==> config.mk <==
export PLATFORM = sky130hd
export DESIGN_NAME = fft_host_port
export DESIGN_NICKNAME = d
export VERILOG_FILES = /design/src/rtl/fft_host_port_pkg.sv /design/src/rtl/fft_host_port_skid_fifo.sv /design/src/rtl/fft_host_port.sv
export SDC_FILE = /design/constraint.sdc
export NUM_CORES = 1
export LEC_CHECK = 0
export ABC_AREA = 1
export BUFFER_PORTS_ARGS = -buffer_cell sky130_fd_sc_hd__buf_2
export CAP_MARGIN = 20
export CORE_MARGIN = 2
export CORE_UTILIZATION = 40
export DETAILED_ROUTE_END_ITERATION = 7
export PLACE_DENSITY = 0.78
export SYNTH_ARGS = -nofsm -noshare
export SYNTH_HDL_FRONTEND = slang
export SYNTH_SLANG_ARGS = --single-unit
==> constraint.sdc <==
create_clock -name iCLK -period 8.8 [get_ports iCLK]
set_input_delay 1.76 -clock iCLK [delete_from_list [all_inputs] [get_ports iCLK]]
set_output_delay 1.76 -clock iCLK [all_outputs]
set_load 0.1 [all_outputs]
==> src/rtl/fft_host_port_pkg.sv <==
// Shared constants, FSM encoding and base-4 index helpers for the FFT host port.
// The same digit-sum / digit-reverse functions feed the core's own address generation.
package fft_host_port_pkg;

    localparam int N_LOG4 = 5;
    localparam int IW     = 2 * N_LOG4;
    localparam int N      = 1 << IW;
    localparam int DEF_AW = 9;

    typedef logic [IW-1:0] idx_t;

    typedef enum logic [2:0] {
        ST_IDLE,
        ST_LOAD,
        ST_START,
        ST_WAIT,
        ST_UNLOAD
    } state_t;

    // Bank of a sample index: sum of its base-4 digits, mod 4 (2-bit add wraps).
    function automatic logic [1:0] bank_of(input idx_t idx);
        logic [1:0] s;
        s = 2'd0;
        for (int d = 0; d < N_LOG4; d++) begin
            s = s + idx[2*d +: 2];
        end
        return s;
    endfunction

    function automatic idx_t digit_rev4(input idx_t idx);
        idx_t r;
        r = '0;
        for (int d = 0; d < N_LOG4; d++) begin
            r[2*(N_LOG4-1-d) +: 2] = idx[2*d +: 2];
        end
        return r;
    endfunction

endpackage

==> src/rtl/fft_host_port_skid_fifo.sv <==
// Small register FIFO that absorbs bank reads still in flight when the output stalls.
// Head is shown combinationally; data is forced to 0 while empty.
module fft_host_port_skid_fifo #(
    parameter int DEPTH = 3,
    parameter int W     = 18
) (
    input  logic                           iCLK,
    input  logic                           iRESET,
    input  logic [W-1:0]                   iDATA,
    input  logic                           iPUSH,
    input  logic                           iPOP,
    output logic [W-1:0]                   oDATA,
    output logic                           oVALID,
    output logic [$clog2(DEPTH+1)-1:0]     oCOUNT
);

    localparam int PW = $clog2(DEPTH);
    localparam int CW = $clog2(DEPTH + 1);

    logic [W-1:0]  mem_q [DEPTH];
    logic [PW-1:0] wr_ptr_q, wr_ptr_d;
    logic [PW-1:0] rd_ptr_q, rd_ptr_d;
    logic [CW-1:0] count_q, count_d;
    logic          push_ok;
    logic          pop_ok;

    always_comb begin
        push_ok  = iPUSH && (count_q != CW'(DEPTH));
        pop_ok   = iPOP && (count_q != '0);
        wr_ptr_d = wr_ptr_q;
        rd_ptr_d = rd_ptr_q;
        if (push_ok) begin
            wr_ptr_d = (wr_ptr_q == PW'(DEPTH - 1)) ? '0 : wr_ptr_q + 1'b1;
        end
        if (pop_ok) begin
            rd_ptr_d = (rd_ptr_q == PW'(DEPTH - 1)) ? '0 : rd_ptr_q + 1'b1;
        end
        count_d = count_q + CW'(push_ok) - CW'(pop_ok);
    end

    always_ff @(posedge iCLK) begin
        if (iRESET) begin
            wr_ptr_q <= '0;
            rd_ptr_q <= '0;
            count_q  <= '0;
        end else begin
            wr_ptr_q <= wr_ptr_d;
            rd_ptr_q <= rd_ptr_d;
            count_q  <= count_d;
        end
    end

    always_ff @(posedge iCLK) begin
        if (push_ok) begin
            mem_q[wr_ptr_q] <= iDATA;
        end
    end

    assign oVALID = (count_q != '0);
    assign oDATA  = oVALID ? mem_q[rd_ptr_q] : '0;
    assign oCOUNT = count_q;

endmodule

==> src/rtl/fft_host_port.sv <==
// Host driver for the radix-4 FFT core: streams a frame into the four banks, kicks the
// core, then reads the spectrum back in natural bin order with lossless backpressure.
module fft_host_port
    import fft_host_port_pkg::*;
#(
    parameter int AW      = DEF_AW,
    parameter int RD_LAT  = 1,
    parameter int DIG_REV = 1
) (
    input  logic          iCLK,
    input  logic          iRESET,
    input  logic [15:0]   iS_DATA,
    input  logic          iS_VALID,
    output logic          oS_READY,
    output logic [16:0]   oM_DATA,
    output logic          oM_VALID,
    input  logic          iM_READY,
    output logic          oM_LAST,
    output logic [15:0]   oDATA,
    output logic [AW-1:0] oADDR_WR_0,
    output logic [AW-1:0] oADDR_WR_1,
    output logic [AW-1:0] oADDR_WR_2,
    output logic [AW-1:0] oADDR_WR_3,
    output logic          oWE_0,
    output logic          oWE_1,
    output logic          oWE_2,
    output logic          oWE_3,
    output logic [AW-1:0] oADDR_RD_0,
    output logic [AW-1:0] oADDR_RD_1,
    output logic [AW-1:0] oADDR_RD_2,
    output logic [AW-1:0] oADDR_RD_3,
    input  logic [16:0]   iDATA_RE_0,
    input  logic [16:0]   iDATA_RE_1,
    input  logic [16:0]   iDATA_RE_2,
    input  logic [16:0]   iDATA_RE_3,
    output logic          oSTART,
    input  logic          iRDY,
    output logic          oBUSY
);

    localparam int   DEPTH    = RD_LAT + 2;
    localparam int   CW       = $clog2(DEPTH + 1);
    localparam idx_t LAST_IDX = idx_t'(N - 1);

    state_t        state_q, state_d;
    idx_t          i_q, i_d;
    idx_t          k_q, k_d;
    logic          issue_done_q, issue_done_d;
    logic [1:0]    wait_cnt_q, wait_cnt_d;

    logic [RD_LAT-1:0] rd_vld_q, rd_vld_d;
    logic [RD_LAT-1:0] rd_last_q, rd_last_d;
    logic [1:0]        rd_bank_q [RD_LAT];
    logic [1:0]        rd_bank_d [RD_LAT];

    logic          load_fire;
    logic [1:0]    wr_bank;
    logic [AW-1:0] wr_addr;
    idx_t          rd_idx;
    logic [1:0]    rd_bank;
    logic [AW-1:0] rd_addr;
    logic          issue;
    logic [CW-1:0] inflight;
    logic [CW-1:0] fifo_count;
    logic [17:0]   fifo_dout;
    logic          fifo_valid;
    logic          fifo_pop;

    logic [3:0]    we;
    logic [AW-1:0] addr_wr [4];
    logic [AW-1:0] addr_rd [4];
    logic [16:0]   rd_data [4];

    assign load_fire = (state_q == ST_LOAD) && iS_VALID;
    assign wr_bank   = bank_of(i_q);
    assign wr_addr   = AW'(i_q >> 2);
    assign rd_idx    = (DIG_REV != 0) ? digit_rev4(k_q) : k_q;
    assign rd_bank   = bank_of(rd_idx);
    assign rd_addr   = AW'(rd_idx >> 2);

    always_comb begin
        inflight = '0;
        for (int s = 0; s < RD_LAT; s++) begin
            inflight = inflight + CW'(rd_vld_q[s]);
        end
    end

    // A new read may go out only if every read already in flight still has a slot.
    assign issue = (state_q == ST_UNLOAD) && !issue_done_q
                   && ((CW'(DEPTH) - fifo_count) > inflight);

    assign rd_data[0] = iDATA_RE_0;
    assign rd_data[1] = iDATA_RE_1;
    assign rd_data[2] = iDATA_RE_2;
    assign rd_data[3] = iDATA_RE_3;

    for (genvar gi = 0; gi < 4; gi++) begin : g_bank
        assign we[gi]      = load_fire && (wr_bank == 2'(gi));
        assign addr_wr[gi] = we[gi] ? wr_addr : '0;
        assign addr_rd[gi] = (issue && (rd_bank == 2'(gi))) ? rd_addr : '0;
    end

    assign rd_vld_d[0]  = issue;
    assign rd_last_d[0] = (k_q == LAST_IDX);
    assign rd_bank_d[0] = rd_bank;
    for (genvar gi = 1; gi < RD_LAT; gi++) begin : g_pipe
        assign rd_vld_d[gi]  = rd_vld_q[gi-1];
        assign rd_last_d[gi] = rd_last_q[gi-1];
        assign rd_bank_d[gi] = rd_bank_q[gi-1];
    end

    fft_host_port_skid_fifo #(
        .DEPTH (DEPTH),
        .W     (18)
    ) u_skid (
        .iCLK   (iCLK),
        .iRESET (iRESET),
        .iDATA  ({rd_last_q[RD_LAT-1], rd_data[rd_bank_q[RD_LAT-1]]}),
        .iPUSH  (rd_vld_q[RD_LAT-1]),
        .iPOP   (fifo_pop),
        .oDATA  (fifo_dout),
        .oVALID (fifo_valid),
        .oCOUNT (fifo_count)
    );

    assign fifo_pop = fifo_valid && iM_READY;

    always_comb begin
        state_d      = state_q;
        i_d          = i_q;
        k_d          = k_q;
        issue_done_d = issue_done_q;
        wait_cnt_d   = wait_cnt_q;
        case (state_q)
            ST_IDLE: begin
                i_d          = '0;
                k_d          = '0;
                issue_done_d = 1'b0;
                wait_cnt_d   = 2'd0;
                if (iS_VALID) begin
                    state_d = ST_LOAD;
                end
            end
            ST_LOAD: begin
                if (load_fire) begin
                    i_d = i_q + 1'b1;
                    if (i_q == LAST_IDX) begin
                        state_d = ST_START;
                    end
                end
            end
            ST_START: begin
                wait_cnt_d = 2'd0;
                state_d    = ST_WAIT;
            end
            ST_WAIT: begin
                // The core may still be showing ready from the previous frame.
                if (wait_cnt_q < 2'd2) begin
                    wait_cnt_d = wait_cnt_q + 2'd1;
                end else if (iRDY) begin
                    state_d = ST_UNLOAD;
                end
            end
            ST_UNLOAD: begin
                if (issue) begin
                    k_d = k_q + 1'b1;
                    if (k_q == LAST_IDX) begin
                        issue_done_d = 1'b1;
                    end
                end
                if (fifo_pop && fifo_dout[17]) begin
                    state_d = ST_IDLE;
                end
            end
            default: state_d = ST_IDLE;
        endcase
    end

    always_ff @(posedge iCLK) begin
        if (iRESET) begin
            state_q      <= ST_IDLE;
            i_q          <= '0;
            k_q          <= '0;
            issue_done_q <= 1'b0;
            wait_cnt_q   <= 2'd0;
            rd_vld_q     <= '0;
            rd_last_q    <= '0;
            rd_bank_q    <= '{default: 2'd0};
        end else begin
            state_q      <= state_d;
            i_q          <= i_d;
            k_q          <= k_d;
            issue_done_q <= issue_done_d;
            wait_cnt_q   <= wait_cnt_d;
            rd_vld_q     <= rd_vld_d;
            rd_last_q    <= rd_last_d;
            rd_bank_q    <= rd_bank_d;
        end
    end

    assign oS_READY   = (state_q == ST_LOAD);
    assign oSTART     = (state_q == ST_START);
    assign oBUSY      = (state_q != ST_IDLE);
    assign oDATA      = load_fire ? iS_DATA : '0;
    assign oWE_0      = we[0];
    assign oWE_1      = we[1];
    assign oWE_2      = we[2];
    assign oWE_3      = we[3];
    assign oADDR_WR_0 = addr_wr[0];
    assign oADDR_WR_1 = addr_wr[1];
    assign oADDR_WR_2 = addr_wr[2];
    assign oADDR_WR_3 = addr_wr[3];
    assign oADDR_RD_0 = addr_rd[0];
    assign oADDR_RD_1 = addr_rd[1];
    assign oADDR_RD_2 = addr_rd[2];
    assign oADDR_RD_3 = addr_rd[3];
    assign oM_VALID   = fifo_valid;
    assign oM_DATA    = fifo_dout[16:0];
    assign oM_LAST    = fifo_dout[17];

endmodule

==> impl_metrics.ini <==
[critical_path]
critPathMaxFanout = 8
path_class = reg2out
cp.required_ns = 7.04
endpoint_kind = primary output
cp-start-kind = flop
cp.arrival_ns = 3.60

[die]
start_util_pct = 41.19
dieArea_um2 = 13980
core-area_um2 = 12670
die_w_um = 118.2
io_pins = 203
die_h_um = 118.2
rows = 41

[detailed_routing]
viasPerCell = 4.875
vias = 5114
drtAntennaViolNets = 0
wl_per_cell_um = 13.57
finalWirelength_um = 14230
drtIter0Drc = 389
drc_errors = 0
drt_first_pass_iters = 5

[synthesis]
synthCells = 686
avgSynthCellArea_um2 = 7.608
synth_top_area_share_pct = 31.07
synth_edf_count = 54
synth.most_common_cell = nor2_1
ys_warn_count = 0
synthFlopType = edfxtp_1
synth.yosys.seq_area_share_pct = 45.65
async_flop_share_pct = 0
syn_area_um2 = 5219
ys_top_cells_by_area = edfxtp_1, dfxtp_1, nor2_1, nand2_1, inv_1
synth_seq_cells = 92
synth_largest_area_cell = edfxtp_1
synth_common_cells = nor2_1, nand2_1, inv_1
yosysUniqueCellTypes = 37

[timing]
relSlewSlack_pct = 32.92
fmax_mhz = 186.6
slew_violations = 0
setup-violations-final = 0
tns_ns = 0
worst_pin_slew_ns = 1.005
hold_viol = 0
period_minus_slack_ns = 5.359
fin_skew_ns = 0.007084
rsz0062_at_grt = no
finalCritPeriodShare_pct = 60.90
hold_slack_ns = 0.4538

[cells_and_area]
filler_cell_count = 1229
areaGrowthSynthToFinish_pct = 26.80
register_area_um2 = 2382
drive_above_1_share_pct = 26.23
antennaDiodeCount = 0
multi_input_area_um2 = 2336
nets = 972

[clocking]
ctsResizeCount = 0
htreeDepth = 3
numClockSinks = 92
ctsLongestPathBuffers = 2
clk_pin_slew_ns = 0.07
cts_tree = built
cts-root-buf = clkbuf_16
ctsHoldBuffers = 0
insertion_delay_ns = 0.34
cts_buffers = 9
post-cts-setup-buffers = 0

[power]
p_comb_share_pct = 50.8
peakVddDrop_v = 0.0001007
power_switching_share_pct = 53.12
p_leak_nw = 3.226
switchingPower_mw = 1.023
p_int_mw = 0.9024
pwr-share-clk_pct = 19.5
p_seq_share_pct = 29.6
cellPowerDensity_nw_per_um2 = 290.9
total_power_mw = 1.925

[flow_run]
cap_violations = 0

[placement]
finalWeightedCongestion = 0.8455
hpwl_um = 10380
portBuffers = 194

[global_route]
grt_max_degree = 37
grt_util_all_layers_pct = 19.90
overflow = 0
grt_pass1_vias = 4684
grt_pass1_wl_um = 22710
antenna_found_initial = 0

[worst_hold_path]
hp-class = reg2reg

[outcome]
outcome = complete, no violations
power groups by stage:
stage                     combinational, mW  sequential, mW  clock (mW)
after global placement                0.953           0.584           0
after detailed placement              0.966           0.585           0
final                                 0.979           0.570       0.376
after floorplan                       0.812           0.555           0
after CTS                             0.967           0.576       0.380
after global routing                   1.05           0.577       0.395
final timing paths:
kind	start	endpoint	slack, ns	depth (start not counted)
setup / recovery	k_q[2]	oADDR_RD_0[6]	3.44	12
setup reg to reg	k_q[2]	rd_bank_q[1]	6.20	10
hold reg to reg	rd_last_q	u_skid.mem_q[0][17]	0.45	0
hold / removal	rd_last_q	u_skid.mem_q[0][17]	0.45	0
per-stage QoR:
step	cell area, um^2	setup WS, ns	utilization (%)	cells
floorplan	5245	3.329	-	693
global placement	6314	3.934	49.83	1032
detailed placement	6314	3.825	49.83	1032
CTS	6603	3.430	52.11	1048
global route	6618	3.212	52.23	1049
finish	6618	3.441	52.23	1049
cell families (layout without fill, tap and decap cells):
group | count (synthesis) | after routing | share of synthesized area (%)
and+or+nand+nor | 327 | 327 | 26.66
xor gates and xnor gates | 7 | 7 | 1.175
DFF | 92 | 92 | 45.65
adders and majority gates | 11 | 11 | 3.500
other | 1 | 8 | 0.07186
buffers and inverters | 134 | 318 | 10.29
AOI/OAI and AO/OA | 114 | 114 | 12.66
cell usage in the layout, fill, tap and decap left out, types with 6 or more instances in the layout:
cell type,netlist,routed
buf_2,3,194
nor2_1,156,156
nand2_1,104,104
inv_1,99,99
edfxtp_1,54,54
o21ai_0,48,48
dfxtp_1,38,38
nand3_1,36,36
a21oi_1,25,25
o211ai_1,17,17
o22ai_1,17,17
nand4_1,10,10
clkbuf_16,0,9
conb_1,1,8
fa_1,6,6
sequential cells by signal, indices dropped and copies added, names as in the netlist, named ones only:
register and cells:
rd_vld_q 1, wait_cnt_q 2, k_q 10, rd_last_q 1
issue_done_q 1, u_skid.mem_q 54, i_q 10, rd_bank_q 2
state_q 3, u_skid.oCOUNT 2, u_skid.wr_ptr_q 2, u_skid.rd_ptr_q 2
routing by layer:
metal / GRT usage [%] / up-vias / share of wire, % / wire length [um]
met3: 3.571 / 13 / 6.7 / 959
met1: 26.07 / 2320 / 43 / 6078
met5: 0 / - / 0 / 0
met2: 33.89 / 202 / 50 / 7070
li1: - / 2579 / - / -
met4: 5.120 / 0 / 0.86 / 123
critical path: stages, from the launching register on:
cell and delay [ns]:
dfxtp_1 0.44, fa_1 0.45, inv_1 0.08, fa_1 0.43
fa_1 0.40, xor2_1 0.22, nor2_1 0.08, nor2_1 0.12
nand2_1 0.10, nand2_1 0.11, nand2_1 0.20, nor2_1 0.18
buf_2 0.45
cell type report:
type / count / share of cell area (%)
Sequential cell: 92 / 36.00
Multi-Input combinational cell: 467 / 35.30
Timing Repair Buffer: 197 / 15.13
Inverter: 105 / 5.956
Clock buffer: 9 / 3.403
Tap cell: 172 / 3.252
Clock inverter: 7 / 0.9643
No activity file was read; power rests on OpenSTA's default activity.
